[config.mk]
export PLATFORM = sky130hd
export DESIGN_NAME = soc_multicore_trace_monitor
export DESIGN_NICKNAME = d
export VERILOG_FILES = /design/src/rtl/soc_multicore_trace_monitor.sv
export SDC_FILE = /design/constraint.sdc
export NUM_CORES = 1
export LEC_CHECK = 0
export CAP_MARGIN = 10
export CORE_ASPECT_RATIO = 1.1
export CORE_MARGIN = 3
export CORE_UTILIZATION = 50
export CTS_BUF_LIST = sky130_fd_sc_hd__clkbuf_16
export CTS_CLUSTER_DIAMETER = 50
export DETAILED_ROUTE_END_ITERATION = 16
export PLACE_DENSITY_LB_ADDON = 0.2
export SYNTH_ARGS = -nofsm -noshare
export SYNTH_HDL_FRONTEND = slang
export SYNTH_SLANG_ARGS = --single-unit
[constraint.sdc]
create_clock -name clk -period 4.5 [get_ports clk]
set_input_delay 0.9 -clock clk [delete_from_list [all_inputs] [get_ports clk]]
set_output_delay 0.9 -clock clk [all_outputs]
set_load 0.03 [all_outputs]
[src/rtl/soc_multicore_trace_monitor.sv]
//------------------------------------------------------------------------------
// soc_multicore_trace_monitor - multi-core l.nop trace monitor (exit/report/putc, watchdog); optional SOC_TRACE_MONITOR_PERF_EN perf counters. Rev 1.0
//------------------------------------------------------------------------------
`default_nettype none

module soc_multicore_trace_monitor #(
  parameter int          NUM_CORES      = 4,
  parameter int          FIFO_DEPTH     = 8,
  parameter int          TERM_CROSS_NUM = NUM_CORES,
  parameter int          TIMEOUT_CYCLES = 1000000,
  parameter logic [15:0] NOP_EXIT       = 16'h0001,
  parameter logic [15:0] NOP_REPORT     = 16'h0002,
  parameter logic [15:0] NOP_PUTC       = 16'h0004
) (
  input  logic                             clk,
  input  logic                             rst,
  input  logic [NUM_CORES-1:0]             trace_valid,
  input  logic [NUM_CORES*32-1:0]          trace_insn,
  input  logic [NUM_CORES-1:0]             trace_wben,
  input  logic [NUM_CORES*5-1:0]           trace_wbreg,
  input  logic [NUM_CORES*32-1:0]          trace_wbdata,
  output logic                             char_valid,
  input  logic                             char_ready,
  output logic [7:0]                       char_data,
  output logic [$clog2(NUM_CORES):0]       char_core,
  output logic                             report_valid,
  output logic [$clog2(NUM_CORES):0]       report_core,
  output logic [31:0]                      report_data,
  output logic [NUM_CORES-1:0]             term_core,
  output logic [31:0]                      exit_code,
  output logic                             done,
  output logic                             timeout,
  output logic                             char_overflow,
  output logic [NUM_CORES*32-1:0]          perf_insn_count
);

  localparam int          IDXW    = $clog2(NUM_CORES) + 1;
  localparam int          AW      = $clog2(FIFO_DEPTH);
  localparam logic [31:0] WD_LAST = (TIMEOUT_CYCLES > 0) ? 32'(TIMEOUT_CYCLES - 1) : 32'd0;

  logic [31:0]          r_shadow [NUM_CORES];
  logic [NUM_CORES-1:0] w_wr3, w_exit_hit, w_rep_hit, w_putc_hit;

  always_comb begin
    w_wr3      = '0;
    w_exit_hit = '0;
    w_rep_hit  = '0;
    w_putc_hit = '0;
    for (int i = 0; i < NUM_CORES; i++) begin
      w_wr3[i] = trace_valid[i] && trace_wben[i] && (trace_wbreg[i*5 +: 5] == 5'd3);
      if (trace_valid[i] && (trace_insn[i*32+16 +: 16] == 16'h1500)) begin
        w_exit_hit[i] = (trace_insn[i*32 +: 16] == NOP_EXIT);
        w_rep_hit[i]  = (trace_insn[i*32 +: 16] == NOP_REPORT);
        w_putc_hit[i] = (trace_insn[i*32 +: 16] == NOP_PUTC);
      end
    end
  end

  // Control nops sample the shadow before this edge's writeback lands.
  always_ff @(posedge clk) begin
    for (int i = 0; i < NUM_CORES; i++) begin
      if (rst)           r_shadow[i] <= '0;
      else if (w_wr3[i]) r_shadow[i] <= trace_wbdata[i*32 +: 32];
    end
  end

  // ---------------- exit / termination ----------------
  logic [31:0] w_first_exit_data;
  int          w_term_cnt;
  logic        w_wd_fire;

  always_comb begin
    w_first_exit_data = '0;
    w_term_cnt        = 0;
    for (int i = NUM_CORES - 1; i >= 0; i--) begin
      if (w_exit_hit[i]) w_first_exit_data = r_shadow[i];
      if (term_core[i])  w_term_cnt = w_term_cnt + 1;
    end
  end

  always_ff @(posedge clk) begin
    if (rst) begin
      term_core <= '0;
      exit_code <= '0;
      done      <= 1'b0;
    end else begin
      term_core <= term_core | w_exit_hit;
      if ((term_core == '0) && (|w_exit_hit)) exit_code <= w_first_exit_data;
      if ((w_term_cnt >= TERM_CROSS_NUM) || w_wd_fire) done <= 1'b1;
    end
  end

  // ---------------- watchdog ----------------
  logic [31:0] r_wd_cnt;

  assign w_wd_fire = (TIMEOUT_CYCLES != 0) && !(|trace_valid) && (r_wd_cnt == WD_LAST);

  always_ff @(posedge clk) begin
    if (rst) begin
      r_wd_cnt <= '0;
      timeout  <= 1'b0;
    end else if (|trace_valid) begin
      r_wd_cnt <= '0;
    end else if (TIMEOUT_CYCLES != 0) begin
      if (w_wd_fire) timeout  <= 1'b1;
      else           r_wd_cnt <= r_wd_cnt + 32'd1;
    end
  end

  // ---------------- report path ----------------
  logic [NUM_CORES-1:0] r_rep_pend, w_rep_req;
  logic [31:0]          r_rep_data [NUM_CORES];
  logic [IDXW-1:0]      w_rep_sel;
  logic [31:0]          w_rep_sel_data;

  // New reports and queued ones compete together; lowest index wins.
  always_comb begin
    w_rep_req      = r_rep_pend | w_rep_hit;
    w_rep_sel      = '0;
    w_rep_sel_data = '0;
    for (int i = NUM_CORES - 1; i >= 0; i--) begin
      if (w_rep_req[i]) begin
        w_rep_sel      = IDXW'(i);
        w_rep_sel_data = r_rep_pend[i] ? r_rep_data[i] : r_shadow[i];
      end
    end
  end

  always_ff @(posedge clk) begin
    if (rst) begin
      r_rep_pend   <= '0;
      report_valid <= 1'b0;
      report_core  <= '0;
      report_data  <= '0;
      for (int i = 0; i < NUM_CORES; i++) r_rep_data[i] <= '0;
    end else begin
      report_valid <= |w_rep_req;
      report_core  <= w_rep_sel;
      report_data  <= w_rep_sel_data;
      for (int i = 0; i < NUM_CORES; i++) begin
        if (w_rep_hit[i] && !r_rep_pend[i]) r_rep_data[i] <= r_shadow[i];
        r_rep_pend[i] <= w_rep_req[i] && (w_rep_sel != IDXW'(i));
      end
    end
  end

  // ---------------- putc slots and round-robin arbiter ----------------
  logic [NUM_CORES-1:0] r_pc_pend;
  logic [7:0]           r_pc_data [NUM_CORES];
  logic [IDXW-1:0]      r_rr_ptr;
  logic [IDXW-1:0]      w_lo_sel, w_hi_sel, w_pc_sel;
  logic [7:0]           w_lo_data, w_hi_data, w_pc_sel_data;
  logic                 w_lo_vld, w_hi_vld, w_push, w_pop, w_empty, w_full;

  // Round robin: first pending at or above the pointer, else lowest pending.
  always_comb begin
    w_lo_sel  = '0;
    w_hi_sel  = '0;
    w_lo_data = '0;
    w_hi_data = '0;
    w_lo_vld  = 1'b0;
    w_hi_vld  = 1'b0;
    for (int i = NUM_CORES - 1; i >= 0; i--) begin
      if (r_pc_pend[i]) begin
        w_lo_vld  = 1'b1;
        w_lo_sel  = IDXW'(i);
        w_lo_data = r_pc_data[i];
        if (IDXW'(i) >= r_rr_ptr) begin
          w_hi_vld  = 1'b1;
          w_hi_sel  = IDXW'(i);
          w_hi_data = r_pc_data[i];
        end
      end
    end
    w_pc_sel      = w_hi_vld ? w_hi_sel  : w_lo_sel;
    w_pc_sel_data = w_hi_vld ? w_hi_data : w_lo_data;
    w_push        = w_lo_vld && (!w_full || w_pop);
  end

  // A slot being drained this cycle can take a new byte without overflow.
  always_ff @(posedge clk) begin
    if (rst) begin
      r_pc_pend     <= '0;
      r_rr_ptr      <= '0;
      char_overflow <= 1'b0;
      for (int i = 0; i < NUM_CORES; i++) r_pc_data[i] <= '0;
    end else begin
      if (w_push) r_rr_ptr <= (w_pc_sel == IDXW'(NUM_CORES - 1)) ? '0 : w_pc_sel + IDXW'(1);
      for (int i = 0; i < NUM_CORES; i++) begin
        if (w_putc_hit[i]) begin
          if (!r_pc_pend[i] || (w_push && (w_pc_sel == IDXW'(i)))) begin
            r_pc_pend[i] <= 1'b1;
            r_pc_data[i] <= r_shadow[i][7:0];
          end else begin
            char_overflow <= 1'b1;
          end
        end else if (w_push && (w_pc_sel == IDXW'(i))) begin
          r_pc_pend[i] <= 1'b0;
        end
      end
    end
  end

  // ---------------- character FIFO ----------------
  logic [7:0]      r_fifo_data [FIFO_DEPTH];
  logic [IDXW-1:0] r_fifo_core [FIFO_DEPTH];
  logic [AW-1:0]   r_wptr, r_rptr;
  logic [AW:0]     r_count;

  assign w_empty    = (r_count == '0);
  assign w_full     = (r_count == (AW+1)'(FIFO_DEPTH));
  assign w_pop      = !w_empty && char_ready;
  assign char_valid = !w_empty;
  assign char_data  = w_empty ? 8'd0 : r_fifo_data[r_rptr];
  assign char_core  = w_empty ? '0   : r_fifo_core[r_rptr];

  always_ff @(posedge clk) begin
    if (w_push) begin
      r_fifo_data[r_wptr] <= w_pc_sel_data;
      r_fifo_core[r_wptr] <= w_pc_sel;
    end
  end

  always_ff @(posedge clk) begin
    if (rst) begin
      r_wptr  <= '0;
      r_rptr  <= '0;
      r_count <= '0;
    end else begin
      if (w_push) r_wptr <= r_wptr + AW'(1);
      if (w_pop)  r_rptr <= r_rptr + AW'(1);
      if (w_push && !w_pop)      r_count <= r_count + (AW+1)'(1);
      else if (!w_push && w_pop) r_count <= r_count - (AW+1)'(1);
    end
  end

  // ---------------- optional per-core retired-instruction counters ----------------
`ifdef SOC_TRACE_MONITOR_PERF_EN
  for (genvar g = 0; g < NUM_CORES; g++) begin : g_perf
    logic [31:0] r_cnt;
    always_ff @(posedge clk) begin
      if (rst)                                       r_cnt <= '0;
      else if (!done && trace_valid[g] && (r_cnt != '1)) r_cnt <= r_cnt + 32'd1;
    end
    assign perf_insn_count[g*32 +: 32] = r_cnt;
  end
`else
  assign perf_insn_count = '0;
`endif

endmodule

`default_nettype wire

==> flow_metrics.py, run 1 <==
metrics = {
    "critical_path": {
        "critPathMaxFanout": 7,
        "worst_setup_path_start_kind": "flop",
        "critPathKind": "reg2out",
        "crit_arrival_ns": 2.88,
        "cp.required_ns": 3.60,
        "critPathCaptureType": "output port",
    },
    "clocking": {
        "cts_buffers": 51,
        "clk_pin_slew_ns": 0.06,
        "insertion_delay_ns": 0.59,
        "cts_tree": "done",
        "cts_hold_buf": 0,
        "cts_resized": 0,
        "clockBufferDepth": 3,
        "cts_setup_buffers": 0,
        "cts_max_level": 2,
        "cts.sinks": 497,
        "cts_root_buffer": "clkbuf_16",
    },
    "drt": {
        "vias": 17400,
        "firstDrtPassIters": 5,
        "antenna_left": 0,
        "dr.first_iter.drc_count": 1376,
        "routed_via_density": 5.79,
        "routed_wl_um": 74200,
        "drt_drc_violations_left": 0,
        "wire_per_inst_um": 24.7,
    },
    "outcome": {
        "status": "finished clean",
    },
    "cells_and_area": {
        "area_delta_synth_final_pct": 24.5,
        "multi_input_area_mm2": 0.00883,
        "fillCellCount": 3596,
        "nets": 2677,
        "seq_area_mm2": 0.0136,
        "instances_no_fill": 3005,
        "layout-drive-gt1-share_pct": 9.77,
    },
    "global_route": {
        "grt_max_degree": 66,
        "grt_pass1_wl_um": 107000,
        "antenna_found_initial": 1,
        "gr-total-overflow": 0,
        "grt_pass1_vias": 17300,
        "track_usage_pct": 28.9,
    },
    "pwr": {
        "power_density_mw_per_mm2": 377,
        "ir_drop_mv": 0.468,
        "finalPower_w": 0.0111,
        "p_leak_nw": 10.7,
    },
    "floorplan": {
        "die_h_um": 234,
        "fp-row-count": 82,
        "fp.coreArea_mm2": 0.0461,
        "die_w_um": 213,
        "io_pins": 502,
        "floorplan.initialDensity_pct": 51.3,
        "dieArea_mm2": 0.0499,
    },
    "logic_synthesis": {
        "synth_edf_count": 368,
        "synth_seq_area_share_pct": 57.7,
        "async_flop_share_pct": 0,
        "ys.warnings.count": 0,
        "synth_seq_cells": 497,
        "syn_avg_cell_area_um2": 11.7,
        "netlist_area_mm2": 0.0236,
        "synthFlopType": "edfxtp_1",
        "ys_types": 67,
        "synth_cells": 2012,
    },
    "sta": {
        "setup_tns_ns": 0,
        "finalSetupViolCount": 0,
        "hold_ws_ns": 0.455,
        "worst_pin_slew_ns": 1.05,
        "slew_viol_final": 0,
        "rsz0062_at_grt": "no",
        "fin_crit_sh_pct": 84.0,
        "slew_headroom_pct": 29.4,
        "worst_slack_ns": 0.721,
        "hold_viol": 0,
        "max_freq_mhz": 265,
        "finClkSkew_ns": 0.0314,
        "fin_crit_ns": 3.78,
    },
    "placed_design": {
        "port_buffers": 371,
        "dp_cells": 2910,
        "dp_hpwl_um": 53500,
        "pre_cts_ws_ns": 0.403,
        "gp_congestion": 0.929,
    },
    "flow_run": {
        "cap_violations": 0,
    },
    "hold_path": {
        "min_path_type": "reg2reg",
    },
}
## path summary, 6_finish.rpt
check                            start                            end  slack [ns]  cells past startpoint
min reg2reg       timeout$_SDFFE_PP0P_           timeout$_SDFFE_PP0P_        0.45                      2
min               timeout$_SDFFE_PP0P_           timeout$_SDFFE_PP0P_        0.45                      2
max reg2reg  r_pc_pend[1]$_SDFFE_PP0P_  r_pc_data[0][6]$_SDFFCE_PN0P_        1.23                      8
max                               flop                   char_data[0]        0.72                      5
## synth_stat cells, types with 13 or more instances
| master | n | share of area [%] |
|---|---|---|
| clkbuf_1 | 106 | 1.7 |
| inv_1 | 43 | 0.68 |
| edfxtp_1 | 368 | 47 |
| buf_2 | 16 | 0.34 |
| nand4_1 | 19 | 0.50 |
| o221ai_1 | 23 | 0.85 |
| mux4_2 | 20 | 1.9 |
| o22ai_1 | 15 | 0.40 |
| a211oi_2 | 30 | 1.6 |
| nand3_1 | 22 | 0.47 |
| and2_1 | 228 | 6.0 |
| buf_4 | 133 | 4.2 |
| a22o_1 | 55 | 2.0 |
| nor2_1 | 158 | 2.5 |
| o21ai_0 | 41 | 0.87 |
| mux2i_1 | 48 | 2.0 |
| a211o_1 | 32 | 1.2 |
| nor3_1 | 18 | 0.38 |
| xor2_1 | 15 | 0.56 |
| ha_1 | 13 | 0.69 |
| a32o_1 | 32 | 1.4 |
| a21oi_1 | 131 | 2.8 |
| and3_1 | 70 | 1.9 |
| nor4_1 | 31 | 0.82 |
| dfxtp_1 | 129 | 11 |
| xnor2_1 | 18 | 0.67 |
| nand2_1 | 63 | 1.0 |
| nor4b_1 | 16 | 0.59 |
## worst max-delay path: stages (launching register included)
cell             delay, ns
dfxtp_1               0.60
buf_4                 0.28
mux4_2                0.52
mux2i_1               0.23
nor2_1                0.07
clkdlybuf4s50_1       0.60
## layout make-up
| type | count | share of cell area [%] |
|---|---|---|
| flip-flops and latches | 497 | 46.4 |
| multi-input cells | 1335 | 30.0 |
| repair buffers | 447 | 14.8 |
| clock buffers | 53 | 4.51 |
| well taps | 588 | 2.50 |
| clock inverters | 40 | 1.17 |
| inverters | 44 | 0.562 |
| diodes | 1 | 0.00851 |
## placed cells by master (no fill, tap or decap), types with 13 or more instances in the layout
cell type,netlist,routed
clkdlybuf4s50_1,0,370
edfxtp_1,368,368
and2_1,228,228
nor2_1,158,156
conb_1,1,131
a21oi_1,131,130
dfxtp_1,129,128
and3_1,70,70
buf_4,133,69
nand2_1,63,63
a22o_1,55,55
clkbuf_16,0,53
inv_1,43,52
mux2i_1,48,48
o21ai_0,41,41
a211o_1,32,32
a32o_1,32,32
a211oi_2,30,30
nor4_1,31,27
o221ai_1,23,23
nand3_1,22,22
mux4_2,20,20
nand4_1,19,19
xnor2_1,18,18
nor3_1,18,17
o22ai_1,15,15
xor2_1,15,15
nor4b_1,16,14
ha_1,13,13
## report_power, final
part           switching [W]  internal [W]  leakage (nW)
registers           0.000167       0.00503          4.53
clock network        0.00176       0.00242         0.848
logic               0.000975      0.000723          5.36
## cell families (layout without fill, tap and decap cells)
logic type | after synthesis | after routing | synth area share (%)
AND/OR/NAND/NOR | 678 | 678 | 16.0
XOR/XNOR | 33 | 33 | 1.22
multiplexers | 68 | 68 | 3.94
buffers and inverters | 310 | 584 | 7.29
other | 1 | 132 | 0.0159
flip-flops | 497 | 497 | 57.7
adder cells (fa/ha/maj) | 14 | 14 | 0.774
AO/OA/AOI/OAI | 411 | 411 | 13.0
## metrics by stage
step           area, µm²  utilization [%]
2_1_floorplan      24100                -
3_3_place_gp       27700             60.2
3_5_place_dp       27700             60.2
4_1_cts            29400             63.8
5_1_grt            29400             63.8
6_report           29400             63.8
## registers in the layout (all words and copies together) (netlist names), 2 cells and up, named ones only
name and cells:
r_shadow 128, r_fifo_data 64, r_wptr 3, r_wd_cnt 32, r_rep_data 128, report_core 2, exit_code 32, r_count 4
r_rep_pend 4, r_rptr 3, report_data 32, r_rr_ptr 2, r_pc_pend 4, r_fifo_core 16, r_pc_data 32, term_core 4
## layer usage
metal / up-vias / GRT usage, % / routed length (µm)
li1: 7903 / - / -
met1: 8470 / 34.3 / 27000
met2: 847 / 50.3 / 37200
met3: 169 / 4.17 / 5270
met4: 0 / 16.3 / 4770
met5: - / 0 / 0
(Power assumes the default switching activity.)
==> inputs of run 2 (changes only) <==
clock period = 3.7 ns   (was 4.5 ns; I/O delays follow)
==> run 2 against run 1 <==
Effect of this change:
- sequential cell count unchanged
- clock power increased by 15%
- sequential power increased by 22%
- largest cell class unchanged
==> flow_metrics.py, run 2 (synthesis gave the netlist of run 1 again) <==
metrics = {
    "cells_and_area": {
        "layout_common_cells": "clkdlybuf4s50_1, edfxtp_1, and2_1, nor2_1, conb_1",
        "stdcell_area_mm2": 0.0297,
        "layout_commonest_cell": "clkdlybuf4s50_1",
        "area_delta_synth_final_pct": 25.9,
        "layout-drive-gt1-share_pct": 10.7,
        "fillCellCount": 3622,
        "multi_input_area_mm2": 0.00883,
        "reg_top3": "r_rep_data (128), r_shadow (128), r_fifo_data (64)",
        "final_util_pct": 64.5,
        "nets": 2716,
        "seq_area_mm2": 0.0136,
    },
    "drt": {
        "wire_per_inst_um": 25.1,
        "vias": 17700,
        "drt_drc_violations_left": 0,
        "routed_wl_um": 76500,
        "dr.first_iter.drc_count": 1673,
        "routed_via_density": 5.80,
        "firstDrtPassIters": 5,
        "antenna_left": 0,
    },
    "global_route": {
        "grt_max_degree": 75,
        "grt_pass1_vias": 17800,
        "track_usage_pct": 29.9,
        "antenna_found_initial": 1,
        "gr-total-overflow": 0,
        "grt_pass1_wl_um": 110000,
    },
    "pwr": {
        "p_leak_nw": 11.0,
        "power_frac_seq_pct": 47.8,
        "intPower_w": 0.00963,
        "clock_power_share_pct": 36.3,
        "switching_share_pct": 27.1,
        "combPwrFrac_pct": 15.9,
        "ir_drop_mv": 0.441,
        "finalPower_w": 0.0132,
        "p_sw_w": 0.00358,
        "power_density_mw_per_mm2": 444,
    },
    "sta": {
        "rsz0062_at_grt": "no",
        "max_freq_mhz": 282,
        "fin_crit_ns": 3.55,
        "hold_viol": 0,
        "fin_crit_sh_pct": 96.0,
        "finalSetupViolCount": 0,
        "worst_pin_slew_ns": 0.918,
        "finClkSkew_ns": 0.0275,
        "slew_viol_final": 0,
        "slew_headroom_pct": 38.8,
        "setup_tns_ns": 0,
    },
    "critical_path": {
        "critPathMaxFanout": 20,
        "worst_setup_path_start_kind": "flop",
        "critPathCaptureType": "output port",
        "crit_arrival_ns": 2.81,
        "crit_chain": "buf_4, mux4_2, mux2i_1, nor2_1, clkdlybuf4s50_1",
        "crit_path_max_incr_delay_ns": 0.60,
        "cp.required_ns": 2.96,
        "cpMaxStageDelayCell": "clkdlybuf4s50_1",
        "critPathBufInv": 2,
        "critPathTopFamily": "buffers and inverters",
        "critPathKind": "reg2out",
    },
    "clocking": {
        "clockBufferDepth": 3,
        "cts_hold_buf": 0,
        "cts_setup_buffers": 0,
        "clk_pin_slew_ns": 0.06,
        "cts.sinks": 497,
        "cts_buffers": 52,
        "cts_tree": "done",
        "cts_max_level": 2,
        "cts_root_buffer": "clkbuf_16",
        "cts_resized": 0,
        "insertion_delay_ns": 0.61,
    },
    "floorplan": {
        "fp.coreArea_mm2": 0.0461,
        "dieArea_mm2": 0.0499,
        "die_h_um": 234,
        "fp-row-count": 82,
        "io_pins": 502,
        "floorplan.initialDensity_pct": 51.3,
        "die_w_um": 213,
    },
    "placed_design": {
        "dpl_cell_area_mm2": 0.0282,
        "gp_congestion": 0.923,
        "dp_hpwl_um": 55600,
        "port_buffers": 371,
    },
    "hold_path": {
        "min_path_type": "reg2reg",
    },
    "outcome": {
        "status": "finished clean",
    },
    "flow_run": {
        "cap_violations": 0,
    },
}
## run 2: changes by cell type in the layout (fill, tap and decap cells not counted), moves of 3 or more
cell | before | now
clkinvlp_4 | 4 | 0
inv_1 | 52 | 58
clkinv_1 | 9 | 15
bufinv_16 | 5 | 1
buf_4 | 69 | 94
inv_6 | 1 | 4
buf_12 | 7 | 21
## run 2: power groups by stage
stage,Clock (W),Sequential [W],Combinational (W)
after floorplan,0,0.00634,0.00121
after global placement,0,0.00643,0.00208
after detailed placement,0,0.00643,0.00210
after CTS,0.00485,0.00631,0.00211
after global routing,0.00509,0.00632,0.00221
final,0.00480,0.00632,0.00210
## run 2: cell type report
type / instances / share of cell area (%)
multi-input cells: 1335 / 29.7
diodes: 1 / 0.00842
inverters: 44 / 0.555
repair buffers: 485 / 16.2
flip-flops and latches: 497 / 45.8
clock inverters: 45 / 0.804
clock buffers: 52 / 4.38
well taps: 588 / 2.47
## run 2: through the flow
step	setup WS [ns]	instances	hold WS (ns)
floorplan	0.479	2142	0.454
global placement	0.0712	2949	0.446
detailed placement	0.0278	2949	0.449
CTS	0.0732	3046	0.459
global route	0.0270	3047	0.514
finish	0.149	3047	0.452
## run 2: path summary, 6_finish.rpt
check,startpoint,endpoint,slack [ns],depth (start not counted)
max reg2reg,r_pc_pend[2]$_SDFFE_PP0P_,r_count[3]$_SDFFE_PP0P_,0.81,10
max,flop,char_data[0],0.15,5
min reg2reg,timeout$_SDFFE_PP0P_,timeout$_SDFFE_PP0P_,0.45,2
min,timeout$_SDFFE_PP0P_,timeout$_SDFFE_PP0P_,0.45,2
## run 2: per-layer routing
layer	track usage, %	wire length (µm)
met3	4.99	5250
met5	0	0
met4	18.3	5250
met2	51.0	38100
met1	35.4	27900
## run 2: worst register-to-register path, stage by stage, from the launching register on
cell,delay [ns]
dfxtp_1,0.52
o41ai_1,0.55
clkinv_1,0.18
ha_1,0.26
inv_1,0.13
ha_1,0.25
a21o_1,0.18
a21oi_1,0.18
xnor2_1,0.10
or3_1,0.32
a21oi_1,0.15
==> inputs of run 3 (changes only) <==
CORE_ASPECT_RATIO = default   (was 1.1)
SETUP_SLACK_MARGIN = 0.3   (was default)
==> run 3 against run 2 <==
Effect of this change:
- combinational power decreased by 5%
- critical path depth unchanged
- non-clock buffer count decreased by 3
- sequential power about the same
- clock skew increased by 0.0014 ns
- sequential share of layout area decreased by 0.33 points
- sequential cell count unchanged
- critical path type unchanged
==> flow_metrics.py, run 3 (synthesis gave the netlist of run 1 again) <==
metrics = {
    "outcome": {
        "status": "finished clean",
    },
    "flow_run": {
        "cap_violations": 0,
    },
    "clocking": {
        "clk_pin_slew_ns": 0.06,
        "cts_buffers": 56,
        "cts_hold_buf": 0,
        "cts.sinks": 497,
        "cts_root_buffer": "clkbuf_16",
        "cts_max_level": 2,
        "clockBufferDepth": 3,
        "cts_tree": "done",
        "cts_setup_buffers": 0,
        "insertion_delay_ns": 0.62,
    },
    "placed_design": {
        "port_buffers": 371,
        "dp_cells": 2965,
        "dp_hpwl_um": 57400,
        "gp_congestion": 0.909,
        "dpl_cell_area_mm2": 0.0282,
    },
    "drt": {
        "dr.first_iter.drc_count": 1518,
        "drt_drc_violations_left": 0,
        "antenna_left": 0,
        "routed_via_density": 5.78,
        "vias": 17800,
        "wire_per_inst_um": 25.4,
        "routed_wl_um": 78000,
        "firstDrtPassIters": 5,
    },
    "global_route": {
        "antenna_found_initial": 2,
        "gr-total-overflow": 0,
        "grt_pass1_wl_um": 113000,
        "track_usage_pct": 30.3,
        "grt_pass1_vias": 17600,
        "grt_max_degree": 55,
    },
    "cells_and_area": {
        "reg_top3": "r_rep_data (128), r_shadow (128), r_fifo_data (64)",
        "layout_common_cells": "edfxtp_1, clkdlybuf4s50_1, and2_1, nor2_1, conb_1",
        "layout-drive-gt1-share_pct": 11.3,
        "stdcell_area_mm2": 0.0300,
        "layout_commonest_cell": "edfxtp_1",
        "fillCellCount": 3610,
        "area_delta_synth_final_pct": 26.8,
        "instances_no_fill": 3072,
        "nets": 2717,
    },
    "pwr": {
        "power_density_mw_per_mm2": 457,
        "p_leak_nw": 11.1,
        "ir_drop_mv": 0.689,
    },
    "floorplan": {
        "dieArea_mm2": 0.0499,
        "floorplan.initialDensity_pct": 50.7,
        "io_pins": 502,
        "fp-row-count": 79,
        "die_w_um": 223,
        "die_h_um": 223,
        "fp.coreArea_mm2": 0.0466,
    },
    "sta": {
        "finClkSkew_ns": 0.0289,
        "max_freq_mhz": 312,
        "finalSetupViolCount": 0,
        "hold_viol": 0,
        "slew_viol_final": 0,
        "slew_headroom_pct": 46.7,
        "fin_crit_sh_pct": 86.6,
        "setup_tns_ns": 0,
        "rsz0062_at_grt": "no",
        "worst_pin_slew_ns": 0.800,
        "fin_crit_ns": 3.20,
    },
    "critical_path": {
        "critPathCaptureType": "output port",
        "crit_arrival_ns": 2.46,
        "critPathKind": "reg2out",
        "r2r_end": "r_count[3]$_SDFFE_PP0P_",
        "r2r_start": "r_pc_pend[2]$_SDFFE_PP0P_",
        "r2r_slack_ns": 0.79,
        "ff2ff_path_depth": 10,
        "worst_setup_path_start_kind": "flop",
        "cp.required_ns": 2.96,
        "critPathMaxFanout": 13,
    },
    "hold_path": {
        "hp-start": "timeout$_SDFFE_PP0P_",
        "holdPathEnd": "timeout$_SDFFE_PP0P_",
        "whs_path_depth": 2,
        "min_path_type": "reg2reg",
    },
}
run 3: final cells by class:
type / instances / area (µm²) / area share [%]
flip-flops and latches: 497 / 13600 / 45.5
multi-input cells: 1335 / 8840 / 29.5
repair buffers: 482 / 4780 / 16.0
clock buffers: 56 / 1400 / 4.68
well taps: 607 / 759 / 2.54
clock inverters: 48 / 370 / 1.24
inverters: 44 / 165 / 0.551
diodes: 3 / 7.51 / 0.0251
run 3: worst max-delay path: stages (launching register included):
cell,delay (ns)
dfxtp_1,0.33
buf_6,0.21
mux4_2,0.53
mux2i_1,0.14
nor2_1,0.05
clkdlybuf4s50_1,0.60
run 3: power by group:
part | switching (W) | total, W | internal, W
Sequential | 0.000194 | 0.00632 | 0.00612
Combinational | 0.00121 | 0.00199 | 0.000782
Clock | 0.00232 | 0.00537 | 0.00305
Total | 0.00373 | 0.0137 | 0.00996
run 3: per-layer routing:
layer / part of all wire (%) / vias up / global-route usage, % / wire length [µm]
met3: 6.5 / 184 / 4.05 / 5050
met1: 37 / 8689 / 37.0 / 29100
met2: 50 / 904 / 51.8 / 38700
li1: - / 7991 / - / -
met5: 0 / - / 0 / 0
met4: 6.6 / 0 / 17.6 / 5170
run 3: repair_timing:
| item | CTS | global route |
|---|---|---|
| endpoints found under the setup margin | 9 | 4 |
| gates resized for setup | 11 | 2 |
| pin swaps | 0 | 0 |
run 3: per-stage QoR:
stage	hold WS, ns	power (W)	util (%)	worst slack, ns
4_1_cts	0.453	0.0137	64.3	0.302
3_5_place_dp	0.444	0.00853	60.5	-0.124
6_report	0.448	0.0137	64.3	0.496
3_3_place_gp	0.445	0.00851	60.5	-0.0482
2_1_floorplan	0.454	0.00755	-	0.479
5_1_grt	0.482	0.0141	64.3	0.357
run 3: how the worst max path moves through the flow:
stage / to / slack, ns / cells after the start
after detailed placement: report_data[0]$_SDFF_PP0_ / -0.12 / 10
after global placement: report_data[0]$_SDFF_PP0_ / -0.05 / 10
after global routing: char_data[4] / 0.36 / 6
final: char_core[0] / 0.50 / 5
after floorplan: r_rep_data[0][0]$_SDFFCE_PN0P_ / 0.48 / 7
after CTS: char_data[4] / 0.30 / 6
